[config.mk]
export PLATFORM = sky130hd
export DESIGN_NAME = option_dispatch
export DESIGN_NICKNAME = d
export VERILOG_FILES = /design/src/rtl/option_pkg.sv /design/src/rtl/option_fifo.sv /design/src/rtl/option_dispatch.sv
export SDC_FILE = /design/constraint.sdc
export NUM_CORES = 1
export LEC_CHECK = 0
export CAP_MARGIN = 40
export CORE_MARGIN = 4
export CORE_UTILIZATION = 30
export CTS_BUF_LIST = sky130_fd_sc_hd__clkbuf_8
export DETAILED_ROUTE_END_ITERATION = 16
export PLACE_DENSITY = 0.58
export SYNTH_ARGS = -nofsm -noshare
export SYNTH_HDL_FRONTEND = slang
export SYNTH_SLANG_ARGS = --single-unit
[constraint.sdc]
create_clock -name clk -period 11.3 [get_ports clk]
set_input_delay 1.13 -clock clk [delete_from_list [all_inputs] [get_ports clk]]
set_output_delay 1.13 -clock clk [all_outputs]
set_load 0.01 [all_outputs]
[src/rtl/option_pkg.sv]
// option_pkg: shared option record type, result-FSM states and round-robin pick helper
package option_pkg;
   typedef struct packed {
      logic [31:0] option_id;
      logic [31:0] sptprice;
      logic [31:0] strike;
      logic [31:0] rate;
      logic [31:0] volatility;
      logic [31:0] otime;
      logic [31:0] otype;
   } option_rec_t;
   localparam int REC_W = $bits(option_rec_t);
   typedef enum logic {R_IDLE, R_HOLD} res_state_t;
   // index of the first set bit of req at or after ptr (wrapping within n), -1 if none
   function automatic int rr_pick(input logic [7:0] req, input int ptr, input int n);
      int r;
      int j;
      logic [2:0] jb;
      r = -1;
      for (int i = 7; i >= 0; i--) begin
         j = (ptr + i) % n;
         jb = j[2:0];
         if (i < n && req[jb]) r = j;
      end
      return r;
   endfunction
endpackage

[src/rtl/option_fifo.sv]
// option_fifo: synchronous record buffer with occupancy count
// Ports: clk, rst (async active-low), push/din write, pop/dout read head, count = entries held.
// The caller guarantees push only when not full (or popping) and pop only when not empty.
module option_fifo #(
   parameter int W     = 224,
   parameter int DEPTH = 4
) (
   input  logic                     clk,
   input  logic                     rst,
   input  logic                     push,
   input  logic                     pop,
   input  logic [W-1:0]             din,
   output logic [W-1:0]             dout,
   output logic [$clog2(DEPTH):0]   count
);
   localparam int AW = $clog2(DEPTH);
   logic [W-1:0] mem [DEPTH];
   logic [AW-1:0] wp, rp;
   assign dout = mem[rp];
   always_ff @(posedge clk) if (push) mem[wp] <= din;
   always_ff @(posedge clk or negedge rst) begin
      if (!rst) begin
         wp    <= '0;
         rp    <= '0;
         count <= '0;
      end else begin
         if (push) wp <= wp + AW'(1);
         if (pop) rp <= rp + AW'(1);
         count <= count + (AW+1)'(push) - (AW+1)'(pop);
      end
   end
endmodule

[src/rtl/option_dispatch.sv]
// option_dispatch: buffers option records, round-robin dispatches them to pricing engines, collects results
// Ports: clk, rst (async active-low); rec_valid + record fields in, rec_drop/drop_cnt/fifo_count status;
// eng_start/eng_rec/eng_ack to engines, eng_busy/eng_done/eng_res_* from engines;
// res_valid/res_ready/res_id/res_price result handshake to the transmit path.
module option_dispatch
   import option_pkg::*;
#(
   parameter int NUM_ENG    = 4,
   parameter int FIFO_DEPTH = 4
) (
   input  logic                          clk,
   input  logic                          rst,
   input  logic                          rec_valid,
   input  logic [31:0]                   option_id,
   input  logic [31:0]                   sptprice,
   input  logic [31:0]                   strike,
   input  logic [31:0]                   rate,
   input  logic [31:0]                   volatility,
   input  logic [31:0]                   otime,
   input  logic [31:0]                   otype,
   output logic                          rec_drop,
   output logic [15:0]                   drop_cnt,
   output logic [$clog2(FIFO_DEPTH):0]   fifo_count,
   output logic [NUM_ENG-1:0]            eng_start,
   output logic [REC_W-1:0]              eng_rec,
   input  logic [NUM_ENG-1:0]            eng_busy,
   input  logic [NUM_ENG-1:0]            eng_done,
   input  logic [NUM_ENG*32-1:0]         eng_res_id,
   input  logic [NUM_ENG*32-1:0]         eng_res_price,
   output logic [NUM_ENG-1:0]            eng_ack,
   output logic                          res_valid,
   input  logic                          res_ready,
   output logic [31:0]                   res_id,
   output logic [31:0]                   res_price
);
   localparam int CW = $clog2(FIFO_DEPTH) + 1;
   localparam int PW = (NUM_ENG > 1) ? $clog2(NUM_ENG) : 1;
   option_rec_t rec_in, head;
   logic [NUM_ENG-1:0] free;
   logic [31:0] rid [NUM_ENG];
   logic [31:0] rpr [NUM_ENG];
   logic [PW-1:0] rr_ptr, res_ptr, d_k, r_k;
   int d_sel, r_sel;
   logic pop, push;
   res_state_t state;
   for (genvar g = 0; g < NUM_ENG; g++) begin : g_res
      assign rid[g] = eng_res_id[32*g +: 32];
      assign rpr[g] = eng_res_price[32*g +: 32];
   end
   assign rec_in = {option_id, sptprice, strike, rate, volatility, otime, otype};
   // an engine started last cycle has not raised eng_busy yet, so mask it here
   assign free  = ~eng_busy & ~eng_start;
   assign d_sel = rr_pick(8'(free), int'(rr_ptr), NUM_ENG);
   assign r_sel = rr_pick(8'(eng_done), int'(res_ptr), NUM_ENG);
   assign d_k   = PW'(d_sel);
   assign r_k   = PW'(r_sel);
   assign pop   = fifo_count != '0 && d_sel >= 0;
   // a full buffer still accepts when the head leaves in the same cycle
   assign push  = rec_valid && (fifo_count != CW'(FIFO_DEPTH) || pop);
   option_fifo #(.W(REC_W), .DEPTH(FIFO_DEPTH)) u_fifo (
      .clk   (clk),
      .rst   (rst),
      .push  (push),
      .pop   (pop),
      .din   (rec_in),
      .dout  (head),
      .count (fifo_count)
   );
   always_ff @(posedge clk or negedge rst) begin
      if (!rst) begin
         eng_start <= '0;
         eng_rec   <= '0;
         rr_ptr    <= '0;
         rec_drop  <= 1'b0;
         drop_cnt  <= '0;
      end else begin
         eng_start <= pop ? NUM_ENG'(1) << d_k : '0;
         if (pop) begin
            eng_rec <= head;
            rr_ptr  <= PW'((d_sel + 1) % NUM_ENG);
         end
         rec_drop <= rec_valid && !push;
         if (rec_valid && !push && drop_cnt != 16'hFFFF) drop_cnt <= drop_cnt + 16'd1;
      end
   end
   always_ff @(posedge clk or negedge rst) begin
      if (!rst) begin
         state     <= R_IDLE;
         res_valid <= 1'b0;
         res_id    <= '0;
         res_price <= '0;
         eng_ack   <= '0;
         res_ptr   <= '0;
      end else begin
         eng_ack <= '0;
         if (state == R_IDLE && r_sel >= 0) begin
            state     <= R_HOLD;
            res_valid <= 1'b1;
            res_id    <= rid[r_k];
            res_price <= rpr[r_k];
            eng_ack   <= NUM_ENG'(1) << r_k;
            res_ptr   <= PW'((r_sel + 1) % NUM_ENG);
         end else if (state == R_HOLD && res_ready) begin
            state     <= R_IDLE;
            res_valid <= 1'b0;
         end
      end
   end
endmodule

=== After elaboration in Yosys (flattened, before gate mapping) ===
Memory sizes are Yosys's and may differ from the RTL's. A register that Yosys moved wholly into a read port is not among the register bits.
Index checks and enable logic that the tools add are counted.

* Memories: 1
* Register bits after elaboration: 101
* Word-level logic and storage cells: 105
* Memory bits (writable): 896

* Eq/ne operators: 2
* $add $sub $neg: 13
* Multiplexer cells: 36
* Bitwise logic cells: 11
* Order comparisons: 11
* Reduce and logical (&&, ||, !) cells: 17
* Shift operators: 2

{| class="wikitable"
|+ Memory list
! memory !! depth !! width !! rd ports !! clocked after memory_dff !! wr ports !! RTL line !! source
|-
| u_fifo.mem || 4 || 224 || 1 || 1 || 1 || option_fifo.sv:17 || <nowiki>logic [W-1:0] mem [DEPTH];</nowiki>
|}

{| class="wikitable"
|+ Operators by type and width
! operator !! count
|-
| $mux W32 || 12
|-
| $bmux W32 S2 || 2
|-
| $ge A32 B1 Y1 const B || 2
|-
| $lt A3 B4 Y1 const B || 6
|-
| $bmux W1 S3 || 6
|-
| $add A16 B1 Y16 const B || 1
|-
| $ne A16 B16 Y1 const B || 1
|-
| $add A2 B2 Y2 const B || 6
|-
| $mux W1 || 12
|-
| $reduce_or A2 Y1 || 6
|-
| $add A2 B1 Y2 const B || 4
|-
| $lt A2 B4 Y1 const B || 2
|-
| $mux W4 || 2
|-
| $not A4 Y4 || 2
|-
| $shl A1 B2 Y4 const A || 2
|-
| $and A1 B1 Y1 const A || 6
|-
| $logic_and A1 B1 Y1 || 6
|-
| $and A4 B4 Y4 || 1
|-
| $bmux W1 S2 || 2
|-
| $add A3 B1 Y3 || 1
|-
| $ge A3 B3 Y1 const B || 1
|-
| $ne A3 B3 Y1 const B || 1
|-
| $not A2 Y3 || 1
|-
| $reduce_bool A3 Y1 || 1
|-
| 5 further kinds || 6
|}

=== Longest topological paths before layout ===
* Depth after elaboration: 16
* Depth in mapped cells: 13

=== By module ===
From an unflattened synthesis, not the netlist that was laid out.

* Cells, all modules: 2751
* Area total of the unflattened synthesis: 46988.8 µm²

{| class="wikitable"
|+ By module, submodules not included
! module !! cells each !! area each (µm²) !! sequential area each (µm²) !! times used
|-
| option_fifo || 1202 || 32676.3 || 27081.0 || 1
|-
| option_dispatch || 1549 || 14312.5 || 7957.6 || 1
|}

=== Least setup slack after synthesis ===
Ideal clock, no wire load.

* Kind: input to register
* Start: input eng_busy[1]
* End: memory u_fifo.mem[0][0] (enable)
* Arrival: 6.749 ns
* Path slack: 3.937 ns
* Library setup time: 0.615 ns
* Cell stages on the path: 4
* Path buffers: 0
* Cell sequence: o22a_1 -> and2_1 -> nand2_1 -> and3_1

* Cells in the longest elaborated chain, start to end: 14
* Elaborated cells on any way between the ends: 20

{| class="wikitable"
|+ RTL lines
! element !! RTL line !! source
|-
| start: declaration || option_dispatch.sv:26 || <nowiki>input logic [NUM_ENG-1:0] eng_busy,</nowiki>
|-
| $not A4 Y4 * || option_dispatch.sv:52 || <nowiki>assign free = ~eng_busy & ~eng_start;</nowiki>
|-
| $and A4 B4 Y4 * || option_dispatch.sv:52 ||
|-
| $bmux W1 S3 || option_pkg.sv:23 || <nowiki>if (i < n && req[jb]) r = j;</nowiki>
|-
| $mux W1 (implied by the code) || option_pkg.sv:23 ||
|-
| $mux W32 (3 in a row) || option_pkg.sv:23 ||
|-
| $mux W32 * || option_pkg.sv:23 ||
|-
| $ge A32 B1 Y1 * || option_dispatch.sv:57 || <nowiki>assign pop = fifo_count != '0 && d_sel >= 0;</nowiki>
|-
| $logic_and A1 B1 Y1 * || option_dispatch.sv:57 ||
|-
| $logic_or A1 B1 Y1 * || option_dispatch.sv:59 || <nowiki>assign push = rec_valid && (fifo_count != CW'(FIFO_DEPTH) || pop);</nowiki>
|-
| $logic_and A1 B1 Y1 * || option_dispatch.sv:59 ||
|-
| $mux W1 * || option_fifo.sv:20 || <nowiki>always_ff @(posedge clk) if (push) mem[wp] <= din;</nowiki>
|-
| $mux W1 (implied by the code) * || option_fifo.sv:20 ||
|-
| end: declaration || option_fifo.sv:17 ||
|}

Every way passes the cells marked *; elsewhere a longest branch is shown, timed or not. The select of a mux whose other input is x is not followed.

=== Worst setup path in the final report ===
* Start: input eng_busy[2]
* End: memory u_fifo.mem[1][156] (enable)

The elaborated chain is that of the path after synthesis.

==> flow_metrics.env <==
export IMPL_vdd_ir_drop_worst_mv=0.1861
export IMPL_crit_path_top_delay_cell="buf_4"
export IMPL_routed_wl_um=140500
export IMPL_netlist_instances=2817
export IMPL_preCtsSetupSlack_ns=6.425
export IMPL_finish_utilization_pct=39.92
export IMPL_num_rows=145
export IMPL_postCtsHoldBufs=0
export IMPL_finalSetupViolCount=0
export IMPL_grt_ovfl_total=0
export IMPL_antenna_left=0
export IMPL_post_layout_nonfiller_instances=5996
export IMPL_viasPerCell=4.662
export IMPL_antenna_found_initial=41
export IMPL_wl_per_cell_um=23.42
export IMPL_rsz0062_at_grt="false"
export IMPL_max_slew_margin_rel_pct=22.14
export IMPL_dieArea_um2=165200
export IMPL_ctsResizeCount=0
export IMPL_ys_seq_area_share_pct=73.58
export IMPL_path_delay_family="buffers and inverters"
export IMPL_die_h_um=406.4
export IMPL_crit_path_end_kind="register"
export IMPL_grt_max_degree=160
export IMPL_place_gp_congestion=0.8746
export IMPL_critPathMaxFanout=52
export IMPL_cp_num_buf_inv=3
export IMPL_cp_depth=7
export IMPL_crit_top_cell="buf_4"
export IMPL_hpwl_um=93080
export IMPL_clock_sinks=1221
export IMPL_cts_max_level=4
export IMPL_drc=0
export IMPL_worst_clock_skew_ns=0.05650
export IMPL_areaGrowthSynthToFinish_pct=31.57
export IMPL_synth_ff_type="edfxtp_1"
export IMPL_synth_top_area_share_pct=56.50
export IMPL_drt_iter0_drc=2089
export IMPL_fin_crit_ns=3.903
export IMPL_slowest_delay_ns=0.76
export IMPL_post_cts_buffers=0
export IMPL_regToRegSetupSlack_ns=7.73
export IMPL_clockBufferDepth=3
export IMPL_cp_required_ns=11.78
export IMPL_grt_usage_pct=16.50
export IMPL_yosys_register_bits=1221
export IMPL_r2r_cells=6
export IMPL_numCtsBuffers=205
export IMPL_worst_slew_pin_slew_ns=1.168
export IMPL_path_clk_slew_ns=0.06
export IMPL_grt_pass1_wl_um=201200
export IMPL_fmax_ghz=0.2562
export IMPL_first_global_vias=28990
export IMPL_layout_drive_gt1_share_pct=19.25
export IMPL_yosysTopAreaCell="edfxtp_1"
export IMPL_drt_pass1_iter_count=8
export IMPL_crit_arrival_ns=4.39
export IMPL_die_w_um=406.4
export IMPL_hold_path_class="input pin to asynchronous set/reset pin"
export IMPL_synth_edf_count=896
export IMPL_cts_tree="done"
export IMPL_ios=809
export IMPL_synth_warnings=0
export IMPL_path_class="input pin to register"
export IMPL_fill_cells=14450
export IMPL_clk_latency_ns=0.89
export IMPL_fin_setup_tns_ns=0
export IMPL_fin_crit_sh_pct=34.54
export IMPL_rr_startpoint="eng_start[0]"
export IMPL_critPathLaunchType="input pin"
export IMPL_cts_root_buf="clkbuf_8"
export IMPL_synth_avg_cell_area_um2=16.90
export IMPL_cap_viol_max_count=0
export IMPL_netlist_area_um2=47620
export IMPL_synth_nets=3325
export IMPL_hold_viol_final=0
export IMPL_placed_cells=5577
export IMPL_r2r_end="u_fifo.mem[1][156]"
export IMPL_vias=27950
export IMPL_floorplan_initialDensity_pct=30.34
export IMPL_synthArstFlopShare_pct=26.62
export IMPL_nets=4234
export IMPL_synthDistinctLibCells=50
export IMPL_slew_viol_final=0
export IMPL_core_area_um2=156900
export IMPL_crit_chain="clkdlybuf4s50_1 -> o22a_1 -> and2_1 -> nand2_1 -> and3_4 -> buf_4 -> buf_4"
export IMPL_synthTopCellsByArea="edfxtp_1 (57%), dfrtp_1 (17%), mux4_2 (11%)"
export IMPL_port_buffers=808
export IMPL_power_density_nw_per_um2=257.6
export IMPL_worst_slack_ns=7.397
export IMPL_status="finished, final reports clean"
export IMPL_power_leakage_nw=23.09
layout by cell type (no fill, tap or decap), types with 74 or more instances in the layout:
master,netlist,layout
mux4_2,224,224
inv_1,13,88
and3_1,134,130
edfxtp_1,896,896
nor2_1,74,74
nand2_1,687,687
clkbuf_8,0,233
clkdlybuf4s50_1,0,807
dfrtp_1,325,323
a211oi_2,99,99
power breakdown:
group | internal [mW] | leakage (nW) | switching [mW]
Clock | 2.14 | 2.45 | 1.84
Sequential | 6.11 | 12.1 | 0.631
Combinational | 2.54 | 8.55 | 2.88
flip-flops by register name, indices dropped and copies added (netlist names), 2 cells and up:
signal / cells
rr_ptr: 2
u_fifo.count: 3
res_ptr: 2
u_fifo.rp: 2
u_fifo.wp: 2
eng_start: 4
res_price: 32
eng_ack: 4
drop_cnt: 16
eng_rec: 224
res_id: 32
u_fifo.mem: 896
logic make-up after synthesis:
group	share of synthesized area, %
flip-flops	73.58
AO/OA/AOI/OAI	3.442
XOR/XNOR	0.2943
adder cells (fa/ha/maj)	0.4362
AND/OR/NAND/NOR	9.653
multiplexers	10.75
buffers and inverters	1.842
metal layers:
layer  track usage, %  vias up  wire length (µm)
met4            6.163       18              3451
met3            5.137      199             10820
li1                 -    12510                 -
met2            26.74      900             69020
met5                0        -               123
met1            20.78    14320             57040
cell type report:
| type | count | area [µm²] | share of cell area (%) |
|---|---|---|---|
| tap | 2058 | 2575 | 4.110 |
| clock buffer | 233 | 3207 | 5.118 |
| sequential | 1221 | 35050 | 55.94 |
| clock inverter | 155 | 1020 | 1.628 |
| antenna | 31 | 77.57 | 0.1238 |
| inverter | 15 | 68.82 | 0.1098 |
| timing repair buffer | 865 | 8916 | 14.23 |
| multi-input combinational | 1418 | 11740 | 18.74 |
metrics by stage:
step / hold WS [ns] / power (mW) / instance area [µm²]
after floorplan: 0.4877 / 9.796 / 47620
after global placement: 0.4582 / 12.22 / 57870
after detailed placement: 0.4610 / 12.39 / 58350
after CTS: 0.06503 / 16.44 / 62580
after global routing: 0.1134 / 17.09 / 62620
final: 0.1962 / 16.14 / 62650
worst max-delay path by stage:
stage / slack, ns / start / endpoint
after global placement: 6.38 / eng_busy[1] / u_fifo.mem[1][0]
after floorplan: 3.94 / eng_busy[1] / u_fifo.mem[0][0]
final: 7.40 / eng_busy[2] / u_fifo.mem[1][156]
after detailed placement: 6.42 / eng_busy[2] / u_fifo.mem[1][150]
after CTS: 7.43 / eng_busy[2] / u_fifo.mem[1][33]
after global routing: 7.30 / eng_busy[1] / u_fifo.mem[1][30]
Yosys cell counts, types with 15 or more instances:
library cell and number:
ha_1 15, edfxtp_1 896, clkbuf_1 71, nand2_1 687, dfrtp_1 325, a211oi_1 30
and3_1 134, nor2_1 74, xnor2_1 15, buf_2 68, mux4_2 224, a211oi_2 99
nor3_2 63
Power figures use the tool's default switching activity.
